**config.mk**
```make
export PLATFORM = sky130hd
export DESIGN_NAME = alu4
export DESIGN_NICKNAME = d
export VERILOG_FILES = /design/src/rtl/alu4.sv
export SDC_FILE = /design/constraint.sdc
export NUM_CORES = 1
export LEC_CHECK = 0
export ABC_AREA = 1
export CAP_MARGIN = 20
export CORE_MARGIN = 2
export CORE_UTILIZATION = 60
export DETAILED_ROUTE_END_ITERATION = 10
export DONT_BUFFER_PORTS = 1
export PLACE_DENSITY = 0.76
export SLEW_MARGIN = 30
export SYNTH_ARGS = -nofsm -noshare
export SYNTH_HDL_FRONTEND = slang
export SYNTH_SLANG_ARGS = --single-unit
```
**constraint.sdc**
```tcl
create_clock -name clk -period 2.19 [get_ports clk]
set_input_delay 0.657 -clock clk [delete_from_list [all_inputs] [get_ports clk]]
set_output_delay 0.657 -clock clk [all_outputs]
set_load 0.02 [all_outputs]
```
**src/rtl/alu4.sv**
```systemverilog
// alu4: registered 4-bit ALU with carry, signed-overflow and zero flags.
// One result per clock; inputs sampled on a rising edge show up right after it.
module alu4 (
  input  logic       clk,
  input  logic       rst_n,
  input  logic [3:0] a,
  input  logic [3:0] b,
  input  logic [2:0] opt,
  output logic [3:0] y,
  output logic       carry,
  output logic       overflow,
  output logic       zero
);

  typedef enum logic [2:0] {
    OP_ADD = 3'b000,
    OP_SUB = 3'b001,
    OP_NOT = 3'b010,
    OP_AND = 3'b011,
    OP_OR  = 3'b100,
    OP_XOR = 3'b101,
    OP_SLT = 3'b110,
    OP_EQ  = 3'b111
  } op_e;

  logic [4:0] sum_add;
  logic [4:0] sum_sub;
  logic       less_signed;

  logic [3:0] result_d, result_q;
  logic       carry_d, carry_q;
  logic       overflow_d, overflow_q;
  logic       zero_q;

  // Both adders run every cycle; the 5th bit of each is the carry out.
  // Signed compare is done directly on the operands so it cannot be fooled
  // by subtraction overflow at the ends of the -8..7 range.
  always_comb begin
    sum_add     = {1'b0, a} + {1'b0, b};
    sum_sub     = {1'b0, a} + {1'b0, ~b} + 5'd1;
    less_signed = $signed(a) < $signed(b);
  end

  // Select the next result and flags; only add/sub can set carry or overflow.
  always_comb begin
    result_d   = 4'b0000;
    carry_d    = 1'b0;
    overflow_d = 1'b0;
    unique case (op_e'(opt))
      OP_ADD: begin
        result_d   = sum_add[3:0];
        carry_d    = sum_add[4];
        overflow_d = (a[3] == b[3]) && (sum_add[3] != a[3]);
      end
      OP_SUB: begin
        result_d   = sum_sub[3:0];
        carry_d    = sum_sub[4];
        overflow_d = (a[3] != b[3]) && (sum_sub[3] != a[3]);
      end
      OP_NOT: result_d = ~a;
      OP_AND: result_d = a & b;
      OP_OR:  result_d = a | b;
      OP_XOR: result_d = a ^ b;
      OP_SLT: result_d = {3'b000, less_signed};
      OP_EQ:  result_d = {3'b000, (a == b)};
      default: result_d = 4'b0000;
    endcase
  end

  // Output registers; reset wins over any operation and leaves zero set to match y=0.
  always_ff @(posedge clk) begin
    if (!rst_n) begin
      result_q   <= 4'b0000;
      carry_q    <= 1'b0;
      overflow_q <= 1'b0;
      zero_q     <= 1'b1;
    end else begin
      result_q   <= result_d;
      carry_q    <= carry_d;
      overflow_q <= overflow_d;
      zero_q     <= (result_d == 4'b0000);
    end
  end

  assign y        = result_q;
  assign carry    = carry_q;
  assign overflow = overflow_q;
  assign zero     = zero_q;

endmodule

```
### Word-level counts from Yosys, hierarchy flattened

Cells that the tools add are included.

| word-level totals | value |
|---|---|
| flip-flop bits (word level) | 7 |
| output and inout bits | 7 |
| word-level logic and storage cells | 32 |

| operators by class | value |
|---|---|
| $add $sub $neg | 3 |
| reductions and logical operators | 4 |
| bitwise logic cells | 5 |
| muxes and demuxes | 3 |
| eq/ne operators | 12 |
| magnitude comparators | 1 |

Operators by type and width:

| cell | number |
|---|---|
| 4-bit one-hot mux with 8 select lines | 1 |
| 3-bit == test (second input constant) | 4 |
| 4-bit by 4-bit adder with 5-bit output | 2 |
| 4-bit NOT | 2 |
| 3-bit by 2-bit == test with 1-bit output (second input constant) | 2 |
| 5-bit by 1-bit adder with 5-bit output (second input constant) | 1 |
| 4-bit bitwise AND | 1 |
| 4-bit == test | 1 |
| 4-bit logical NOT | 1 |
| 4-bit less-than comparator | 1 |
| 4-bit OR | 1 |
| 1-bit one-hot mux with 2 select lines | 2 |
| 4-bit XOR | 1 |
| 3-bit by 1-bit == test with 1-bit output (second input constant) | 1 |
| 3-bit logical NOT | 1 |
| 1-bit inequality test | 3 |
| 1-bit logical AND | 2 |
| 1-bit == test | 1 |

### Depth between registers and ports, before layout

Gate-level depths: netlist of the first run.

| logic depth | value |
|---|---|
| word-level depth | 6 |
| depth in mapped cells | 12 |
| depth with buffers taken out | 12 |

### Worst setup path before layout of the first run

Ideal clock, no wire load.

| path | value |
|---|---|
| path kind | input to register |
| start point | input a[0] |
| end point | register zero_q (netlist: zero) |
| buffers on the path | 0 |
| stages on the path | 11 |
| slack | 302 ps |
| arrival time | 1830 ps |
| setup time | 58 ps |
| path through | inv_1 ha_1 inv_1 fa_1 xor2_1 nor2_1 nor2_1 nand3_2 nor2_2 nand2_1 nand2_1 |

| between the ends | value |
|---|---|
| cells in the longest elaborated chain, start to end | 4 |
| elaborated cells on any way between the ends | 11 |

RTL lines:

| what | line | source |
|---|---|---|
| from (decl) | 6 | `input logic [3:0] a,` |
| 4-bit by 4-bit adder with 5-bit output | 40 | `sum_sub = {1'b0, a} + {1'b0, ~b} + 5'd1;` |
| 5-bit by 1-bit adder with 5-bit output | 40 |  |
| 4-bit one-hot mux with 8 select lines * | 49 | `unique case (op_e'(opt))` |
| 4-bit logical NOT * | 81 | `zero_q <= (result_d == 4'b0000);` |
| to (signal assigned) | 81 |  |
| to (decl) | 33 | `logic zero_q;` |

Mark *: on every way between the ends. The rest lies on a longest branch, timed or not.
A chain may end at the register's enable or synchronous reset.

### Worst setup path in the final report of the first run

Same ends and word-level chain as after synthesis.

==> metrics.txt, run 1 <==
initial antenna violation count=0; worst IR drop on VDD=0.000376 V; row count=14; Arr. time, crit path=1.96 ns; Max clock buf depth=2; hold crit path type=primary input to flip-flop; Synth Area in XOR/XNOR=1.83%; Antenna Nets Post-Route=0; logic gate share of total power=34.7%; DRT Pass-1 Iters=4; M3 GR Usage=8.33%; gr busiest metal=met2; adder-cell area share of the yosys netlist=19.9%; share of power burned in registers=37.2%; total negative setup slack=0 ns; gr ovfl total=0; CTS clk-pin slew, worst paths=approximately 0.05 ns; via/cell ratio=5.71; mux share of post-synthesis cell area=0%; Num CTS Buffers=3; Multi-input gate area=a little under 700 um2; Period Utilization, post-route=80.6%; Mean Syn Cell Area=7.09 um2; Synth top area share=between 10% and 20%; DR vias=between 800 and 900; I/O Buffers=0; Placed Area=932 um2; Psw=0.151 mW; setup violators final=0; fill count=140; Cells after Synth=135; die area=1930 um2; Seq cells post-synth=7; largest net degree at the start of global routing=13; met1 GRT Util=~28%; CP Max Fanout=3; Slew @ Worst Pin=0.252 ns; GR Util met2=37.4%; Peak Freq=between 500 and 600 MHz; top post-synthesis cells by area=ha_1 (16%), dfxtp_1 (15%), nand2_1 (8.2%); Slew Limit Headroom=between 80% and 90%; simple-gate share of the synthesized area=40.5%; post-CTS setup buffers=0; Core Region=1510 um2; Design Area, Final=958 um2; asr flop ratio synth=0%; Starting Density=a little under two thirds; DR WL/cell=13.1 um; FF/Latch Area=140 um2; first-pass GRT wire length=3250 um; Resized cells post-CTS=0; Final Hold Viols=0; Post-synth EDFFs=0; sw frac=36.5%; slowest CP cell=fa_1; max cap viols=0; CP endpoint kind=flip-flop; Worst EP required=2.39 ns; vias in the first global route=784; max-slew violation count=0; leakage power=0.511 nW; CP max stage delay=0.40 ns; outcome=finished clean; yosys warns=0; htree depth=1; unrepaired setup endpoints after global routing=no; Internal Power=roughly 0.26 mW; largest family of logic cells by synthesized area=simple AND/OR/NAND/NOR gates; crit-path cells=inv_1 > ha_1 > inv_1 > fa_1 > xor2_1 > nor2_1 > nor2_1 > nand3_2 > nor2_2 > nand2_1 > nand2_1; Chip Width=43.9 um; PwrDens=432 nW/um2; CTS root buffer=clkbuf_4; DIE HEIGHT=43.9 um; Remaining DRCs=0; Worst Setup Start Kind=primary input; DRT iter0 DRCs=28; area grow syn2layout=0.131%; CTS tree=built; hpwl dp=1680 um; top_reg_cell synth=dfxtp_1; CP endpoint=zero; area leader, netlist=ha_1; Final min period=1.76 ns; share of cells above drive strength 1=20.7%; Post-CTS Hold Fix Bufs=0; Sink Count=7; routed wire length=1970 um; GP Congestion=0.899; crit path launch=a[0]; # IOs=20; Nets=163; net count after synthesis=162; compound-cell area share of the yosys netlist=8.24%; Clk pwr share=28.1%; crit path kind=primary input to flip-flop; total track usage=22.7%; Seq/Total Area, Yosys=14.6%; Cell Area, Synth=approximately 960 um2; Antenna diodes=0; Netlist cell types=26
[cell usage in the layout, fill, tap and decap left out]
cell	instances
nand3_1	12
dfxtp_1	7
inv_2	6
o21ai_2	1
nand2_4	1
o211ai_1	1
clkbuf_4	3
ha_1	12
o21ai_0	1
nand3b_2	1
nand4_1	6
nor2_2	5
fa_1	2
inv_1	20
o21ai_1	3
nor3_4	1
xor2_1	2
a21oi_4	1
nor2_1	13
nand2_2	2
a21oi_1	4
nand2_1	21
nor2_4	2
nand3_2	5
a31oi_1	1
nand3b_1	1
clkbuf_1	1
[power by group through the flow]
| stage | sequential (mW) | combinational, mW | clock (mW) |
|---|---|---|---|
| floorplan | 0.156 | 0.135 | 0 |
| global placement | 0.156 | 0.141 | 0 |
| detailed placement | 0.157 | 0.143 | 0 |
| CTS | 0.154 | 0.144 | 0.120 |
| global route | 0.154 | 0.164 | 0.130 |
| finish | 0.154 | 0.143 | 0.116 |
[cell type report]
| class | count | area share, % |
|---|---|---|
| multi-input combinational | 98 | 70.4 |
| sequential | 7 | 14.6 |
| inverter | 26 | 10.2 |
| clock buffer | 4 | 2.74 |
| tap | 16 | 2.09 |
[synthesized netlist by cell type, types with 3 or more instances]
library cell / number
buf_6: 4
nand3_2: 5
nand4_1: 6
inv_2: 6
nor2_2: 5
inv_1: 20
dfxtp_1: 7
ha_1: 12
nor2_1: 13
nand3_1: 12
a21oi_1: 4
nand2_1: 21
o21ai_1: 3
[worst max-delay path, delay by kind of cell]
family / cells / cell delay (ns)
adder cells (fa/ha/maj): 2 / 0.55
AND/OR/NAND/NOR: 6 / 0.48
XOR/XNOR: 1 / 0.16
buffers and inverters: 2 / 0.11
[metal layers]
metal / vias up / routed length (um)
met5: - / 0
met4: 0 / 42
met3: 7 / 172
met2: 36 / 975
met1: 389 / 782
li1: 430 / -
[worst min-delay path by stage]
stage | start | endpoint | slack (ns) | cells after the start
floorplan | rst_n | zero | 0.73 | 1
global placement | rst_n | zero | 0.73 | 1
detailed placement | rst_n | zero | 0.74 | 1
CTS | rst_n | zero | 0.48 | 1
global route | rst_n | zero | 0.47 | 1
finish | rst_n | zero | 0.48 | 1
[through the flow]
| stage | setup slack, ns | utilization, % | total power, mW | hold slack, ns | std cells |
|---|---|---|---|---|---|
| 6_report | 0.426 | 63.6 | 0.414 | 0.480 | 151 |
| 4_1_cts | 0.433 | 63.6 | 0.418 | 0.478 | 151 |
| 3_3_place_gp | 0.212 | 61.9 | 0.297 | 0.730 | 147 |
| 3_5_place_dp | 0.187 | 61.9 | 0.300 | 0.740 | 147 |
| 5_1_grt | 0.298 | 63.6 | 0.448 | 0.473 | 151 |
| 2_1_floorplan | 0.302 | - | 0.291 | 0.726 | 135 |
[registers in the layout (all words and copies together), names as in the netlist]
register / flops
carry: 1
overflow: 1
y: 4
zero: 1
[logic make-up after synthesis]
logic type                 count (synthesis)
AOI/OAI and AO/OA                         12
xor gates and xnor gates                   2
adders and majority gates                 14
buffers and inverters                     30
DFF                                        7
and+or+nand+nor                           70
No activity file was read; power rests on OpenSTA's default activity.
==> run 2, diff against run 1 <==
- CORE_UTILIZATION: 60 -> 56
- PLACE_DENSITY: 0.76 -> 0.74
- clock period: 2.19 -> 1.6 ns (I/O delays scaled with it)
==> run 2 against run 1 <==
  * Utilization increased by 2.8 points
  * Non-clock buffer count grew 8
  * Combinational power grew 53%
  * Global-route usage down 0.37 points
  * Count of clock-buffer cells in the layout stayed put
  * Final area increased by 8.1%
  * First-iteration DRC count stayed put
  * Largest cell class unchanged
  * Highest routed layer unchanged
==> metrics.txt, run 2 (same netlist as run 1, synthesis figures left out) <==
Peak Freq=671 MHz; Sink Count=7; Internal Power=0.378 mW; DR WL/cell=12.3 um; DRT Pass-1 Iters=4; largest net degree at the start of global routing=13; routed wire length=1960 um; Tot Pwr=0.589 mW; leakage power=around 0.55 nW; row count=14; I/O Buffers=0; via/cell ratio=5.45; htree depth=1; Antenna Nets Post-Route=0; Buf+Inv Stages, Crit Path=2; Antenna diodes=0; Final Hold Viols=0; outcome=finished clean; slowest CP cell=ha_1; Max clock buf depth=2; Final min period=1.49 ns; unrepaired setup endpoints after global routing=no; Worst path most repeated cell=nand2_1; share of cells above drive strength 1=28.0%; DR vias=867; CTS root buffer=clkbuf_4; Nets=171; hold crit path type=primary input to flip-flop; Remaining DRCs=0; post-CTS setup buffers=0; Period Utilization, post-route=93.1%; vias in the first global route=slightly above 800; CP endpoint kind=flip-flop; Worst EP required=~1.7 ns; die area=2060 um2; Multi-input gate area=just under 700 um2; gr ovfl total=0; Post-CTS Hold Fix Bufs=0; sw frac=35.9%; Chip Width=45.3 um; setup violators final=0; Core Region=1560 um2; Clk pwr share=27.1%; Slew Limit Headroom=about 84%; CP max stage delay=0.41 ns; max-slew violation count=0; crit-path cells=inv_1 > ha_1 > inv_2 > a21oi_4 > nand2_1 > nand2_1 > nand3_1 > nand3_2 > nor2_2 > nand2_1 > nand2_1; worst IR drop on VDD=between 0.0004 and 0.0005 V; first-pass GRT wire length=3340 um; PwrDens=569 nW/um2; crit-path leading delay family=simple AND/OR/NAND/NOR gates; Slew @ Worst Pin=approximately 0.24 ns; DIE HEIGHT=approximately 45 um; hpwl dp=1730 um; most common cell after layout, fill and taps aside=nand2_1; crit path kind=primary input to flip-flop; most frequent cells in the layout=nand2_1 (21), inv_1 (18), nor2_1 (13), nand3_1 (12), ha_1 (11); final hold slack=0.301 ns; # IOs=20; Starting Density=about three fifths; Psw=0.212 mW; initial antenna violation count=0; max cap viols=0; area grow syn2layout=8.23%; GP Congestion=0.900; Arr. time, crit path=1.63 ns; CP Max Fanout=7; FF/Latch Area=140 um2; total track usage=22.3%; Worst Setup Start Kind=primary input; fill count=between 100 and 150; Resized cells post-CTS=0; logic gate share of total power=37.2%; Num CTS Buffers=3; share of power burned in registers=35.7%; CTS clk-pin slew, worst paths=about 0.050 ns; max reg flops=4; DRT iter0 DRCs=28; CTS tree=built
## run 2: cell count changes in the layout (fill, tap and decap cells not counted)
cell	before	now
inv_4	0	1
inv_2	6	7
ha_4	0	1
ha_1	12	11
buf_4	0	8
fa_1	2	1
fa_2	0	1
inv_1	20	18
## run 2: routing by layer
metal,GRT usage (%),vias to the layer above,routed length (um)
li1,-,449,-
met1,29.3,379,847
met2,35.4,37,937
met3,7.60,2,153
met4,4.71,0,21
met5,0,-,0
## run 2: final timing paths
| check | from | endpoint | cells past startpoint |
|---|---|---|---|
| worst min-delay path | rst_n | zero | 1 |
| worst max-delay path | b[2] | zero | 11 |
## run 2: through the flow
step	TNS, ns	area, um2	setup slack (ns)	utilization [%]	std cells
floorplan	-0.0283	975	-0.0283	-	135
global placement	-0.264	1010	-0.119	64.8	155
detailed placement	-0.419	1010	-0.140	64.8	155
CTS	0	1040	0.125	66.5	159
global route	0	1040	0.00316	66.5	159
finish	0	1040	0.110	66.5	159
## run 2: power groups by stage
stage	registers, mW	clock network (mW)	logic, mW
2_1_floorplan	0.213	0	0.188
3_3_place_gp	0.214	0	0.215
4_1_cts	0.211	0.165	0.220
3_5_place_dp	0.215	0	0.219
6_report	0.210	0.160	0.219
5_1_grt	0.212	0.172	0.247
## run 2: area by class of cell
type,instances,share of cell area [%]
clock buffers,4,2.54
flip-flops and latches,7,13.5
well taps,16,1.93
repair buffers,8,5.80
multi-input cells,98,66.5
inverters,26,9.66
==> variant 1: new RTL, config.mk and constraints of run 1 <==
Reset style: asynchronous (`rst_n`), changed in one clocked block.
--- a/src/rtl/alu4.sv
+++ b/src/rtl/alu4.sv
@@ -70,3 +70,3 @@
   // Output registers; reset wins over any operation and leaves zero set to match y=0.
-  always_ff @(posedge clk) begin
+  always_ff @(posedge clk or negedge rst_n) begin
     if (!rst_n) begin
Check against the original RTL: differs if rst_n is asserted again (counterexample within 4 cycles, from zero or initial values and one cycle with rst_n low); with rst_n held inactive, the same outputs for 10 cycles.
==> variant 1 against run 1 <==
  * Sequential share of layout area up 4.6 points
  * Cell area down 4.3%
  * Setup slack worse by 0.090 ns
  * Synthesized area down 6.9%
  * Sequential cell count unchanged
  * Via count unchanged
  * Power about the same
  * Maximum frequency down 4.8%
  * Combinational power down 6%
  * Die area down 6.3%
  * Utilization up 4.3 points
  * Wire length down 2.0%
  * Critical path type unchanged
  * Critical endpoint is now zero$_DFF_PN1_
  * Largest power group unchanged
==> variant 1: results <==
group,metric,value,unit
yosys,async_flop_share,100,%
worst_setup_path,cp.arrival,2.03,ns
min_path,worstHoldPathType,"in2async",
global_route,grt_pass1_wl,3190,um
global_route,grt_pass1_vias,757,
place,routabilityCongestion,0.874,
drt,vias,862,
global_route,gr-usage-met2,36.9,%
clock_tree,htreeDepth,1,
final_layout,largest_register_ffs,4,
timing,slew_headroom,80.0,%
yosys,seq_area_frac_synth,19.8,%
clock_tree,cts_buffer_depth,2,
yosys,ys_top_cells_by_count,"nand2_1 (32), inv_1 (23), nand3_1 (17), nor2_1 (17), ha_1 (12)",
drt,wl_met3,143,um
yosys,synth_nets,164,
drt,met2_length,921,um
final_layout,drive_gt1_share,7.19,%
worst_setup_path,critPathSlowestCell,"fa_1",
pwr,peakVddDrop,0.299,mV
status,status,"completed",
global_route,track_usage,23.1,%
yosys,synth_cell_types,20,
final_layout,fin_nets,167,
yosys,synthTopCellsByArea,"dfrtp_1 (17%), ha_1 (17%), nand2_1 (13%), inv_1 (9.7%), nand3_1 (9.6%)",
drt,met1_length,835,um
drt,wl_per_cell,12.5,um
pwr,p_leak,0.540,nW
global_route,grt_use_met1,31.6,%
place,hpwl,1640,um
variant 1: cell count changes after synthesis, moves of 3 or more:
cell	before	now
nand2_1	21	32
dfxtp_1	7	0
dfrtp_1	0	6
nand3_1	12	17
nand3_2	5	0
nor2_2	5	0
o21ai_0	1	6
nor2_1	13	17
buf_6	4	1
inv_1	20	23
o21ai_1	3	0
variant 1: final cells by class:
class / instances / area (um2)
Clock buffer: 4 / 26.3
Inverter: 28 / 105
Tap cell: 15 / 18.8
Fill cell: 127 / 433
Multi-Input combinational cell: 100 / 591
Sequential cell: 7 / 176
variant 1: worst paths after layout:
check / start / to / slack (ns) / cells past startpoint
max in group asynchronous: rst_n / zero$_DFF_PN1_ / 1.91 / 0
min: rst_n / y[0]$_DFF_PN0_ / 0.11 / 0
min in group clk: a[3] / overflow$_DFF_PN0_ / 0.60 / 3
max: a[0] / zero$_DFF_PN1_ / 0.34 / 9
variant 1: logic make-up after synthesis:
kind of cell,after synthesis,share of synthesized area (%)
and+or+nand+nor,75,36.8
buffers and inverters,30,13.9
adders and majority gates,14,21.3
AOI/OAI and AO/OA,10,7.16
DFF,7,19.8
xor gates and xnor gates,1,0.983
variant 1: stage by stage:
step	power, mW	setup slack, ns	cell area [um2]	std cells	utilization (%)
6_report	0.414	0.336	917	154	67.9
5_1_grt	0.445	0.194	917	154	67.9
4_1_cts	0.416	0.337	917	154	67.9
3_5_place_dp	0.304	0.0931	891	150	66.0
3_3_place_gp	0.303	0.130	891	150	66.0
2_1_floorplan	0.282	0.213	891	137	-
variant 1: power breakdown:
part | leakage, nW | switching [mW] | internal (mW)
Clock | 0.0150 | 0.0410 | 0.0691
Combinational | 0.438 | 0.0868 | 0.0472
Sequential | 0.0870 | 0.0234 | 0.146
Total | 0.540 | 0.151 | 0.263
==> variant 2: new RTL, flow settings as in run 1 <==
Without the edit above. `result_q` no longer has a reset.
--- a/src/rtl/alu4.sv
+++ b/src/rtl/alu4.sv
@@ -72,3 +72,2 @@
     if (!rst_n) begin
-      result_q   <= 4'b0000;
       carry_q    <= 1'b0;
@@ -77,3 +76,2 @@
     end else begin
-      result_q   <= result_d;
       carry_q    <= carry_d;
@@ -82,2 +80,6 @@
     end
+  end
+
+  always_ff @(posedge clk) begin
+    result_q <= result_d;
   end
Check against the original RTL: not equivalent (Yosys sat finds a counterexample within 4 cycles, from zero or initial values and one cycle with rst_n low).
==> variant 2 against run 1 <==
  * Utilization rose by 4.7 points
  * Cell area fell by 3.8%
  * Power rose by 1.6%
  * Synthesized area fell by 6.8%
  * Wire length rose by 2.2%
  * Sequential cell count did not move
  * Worst hold slack improved by 0.0021 ns
  * Setup slack got worse by 0.041 ns
==> variant 2: results <==
group,metric,value,unit
worst_setup_path,cp_max_fo,3,
yosys,synth_nets,166,
run,cap_violations,0,
drt,antenna_left,0,
place,post-place-ws,0.121,ns
global_route,grt_max_degree,15,
final_layout,antenna_cells,0,
global_route,antenna_found_initial,0,
min_path,worstHoldPathType,"in2reg",
timing,hold_viol_final,0,
place,routabilityCongestion,0.884,
drt,drt_first_pass_iters,4,
global_route,grt_pass1_vias,781,
worst_setup_path,cp.arrival,1.94,ns
yosys,synth_cell_types,23,
place,place_area,896,um2
clock_tree,cts_buffer_depth,2,
worst_setup_path,critPathLaunch,"a[0]",
pwr,peakVddDrop,0.155,mV
yosys,seq_area_frac_synth,15.7,%
final_layout,nFillCells,138,
global_route,grt_pass1_wl,3460,um
global_route,grt_use_met1,32.4,%
global_route,grt_util_met3,5.60,%
place,dp.cells,152,
yosys,ys_top_cells_by_count,"nand2_1 (31), nor2_1 (19), inv_1 (18)",
yosys,synth_ff_type,"dfxtp_1",
drt,wirelength,2020,um
yosys,synthTopCellsByArea,"ha_1 (17%), dfxtp_1 (16%), nand2_1 (13%), nand3_1 (8.4%), nor2_1 (8.0%)",
global_route,gr-usage-met2,42.5,%
pwr,p_leak,0.499,nW
status,status,"completed",
yosys,syn_inst,139,
final_layout,drive_gt1_share,14.9,%
global_route,track_usage,25.4,%
drt,detail_route.vias_per_cell,5.54,
timing,worstMarginPinSlew,0.266,ns
place,hpwl,1700,um
final_layout,layoutNonFillerInstCount,156,
final_layout,regArea,140,um2
clock_tree,cts.clk_slew.worst_paths,0.05,ns
drt,drt_iter0_markers,25,
## variant 2: changes by cell type after synthesis, sizes merged
cell           run 1  this run
nor2              20        25
a31oi              1         0
buf                4         2
o21ai              5         2
nand4              6         4
xor2               2         1
clkinv             0         1
nand2             24        33
inv               26        23
or2                0         1
## variant 2: cells by family (layout without fill, tap and decap cells)
family | Yosys count | in the layout | share of synthesized area (%)
buffers and inverters | 26 | 28 | 11.8
AOI/OAI and AO/OA | 8 | 8 | 5.19
and+or+nand+nor | 83 | 83 | 45.0
xor gates and xnor gates | 1 | 1 | 0.982
adders and majority gates | 14 | 14 | 21.3
DFF | 7 | 7 | 15.7
## variant 2: worst max-delay path, stage by stage
cell and delay [ns]:
inv_1 0.08, ha_1 0.16, inv_1 0.06, fa_1 0.38, nand2_1 0.10, nand2_1 0.07, nand2_1 0.08, nand3_1 0.08
nand3_1 0.10, nor2_2 0.05, nand3_1 0.07, nand2_1 0.05
## variant 2: cell type report
class | instances | share of cell area [%]
tap | 15 | 2.04
multi-input combinational | 106 | 70.1
inverter | 24 | 9.77
clock buffer | 4 | 2.85
sequential | 7 | 15.2
## variant 2: layer usage
layer | up-vias | share of wire (%)
met3 | 4 | 8.5
li1 | 435 | -
met5 | - | 0
met4 | 0 | 1.1
met1 | 393 | 42
met2 | 32 | 48
## variant 2: final timing paths
check  slack (ns)  depth (start not counted)         endpoint
min          0.48                          1  zero$_SDFF_PN1_
max          0.39                         12  zero$_SDFF_PN1_
## variant 2: power breakdown
group | internal, mW | switching, mW | total, mW
sequential | 0.142 | 0.0212 | 0.163
combinational | 0.0516 | 0.0892 | 0.141
clock | 0.0695 | 0.0474 | 0.117
total | 0.263 | 0.158 | 0.420
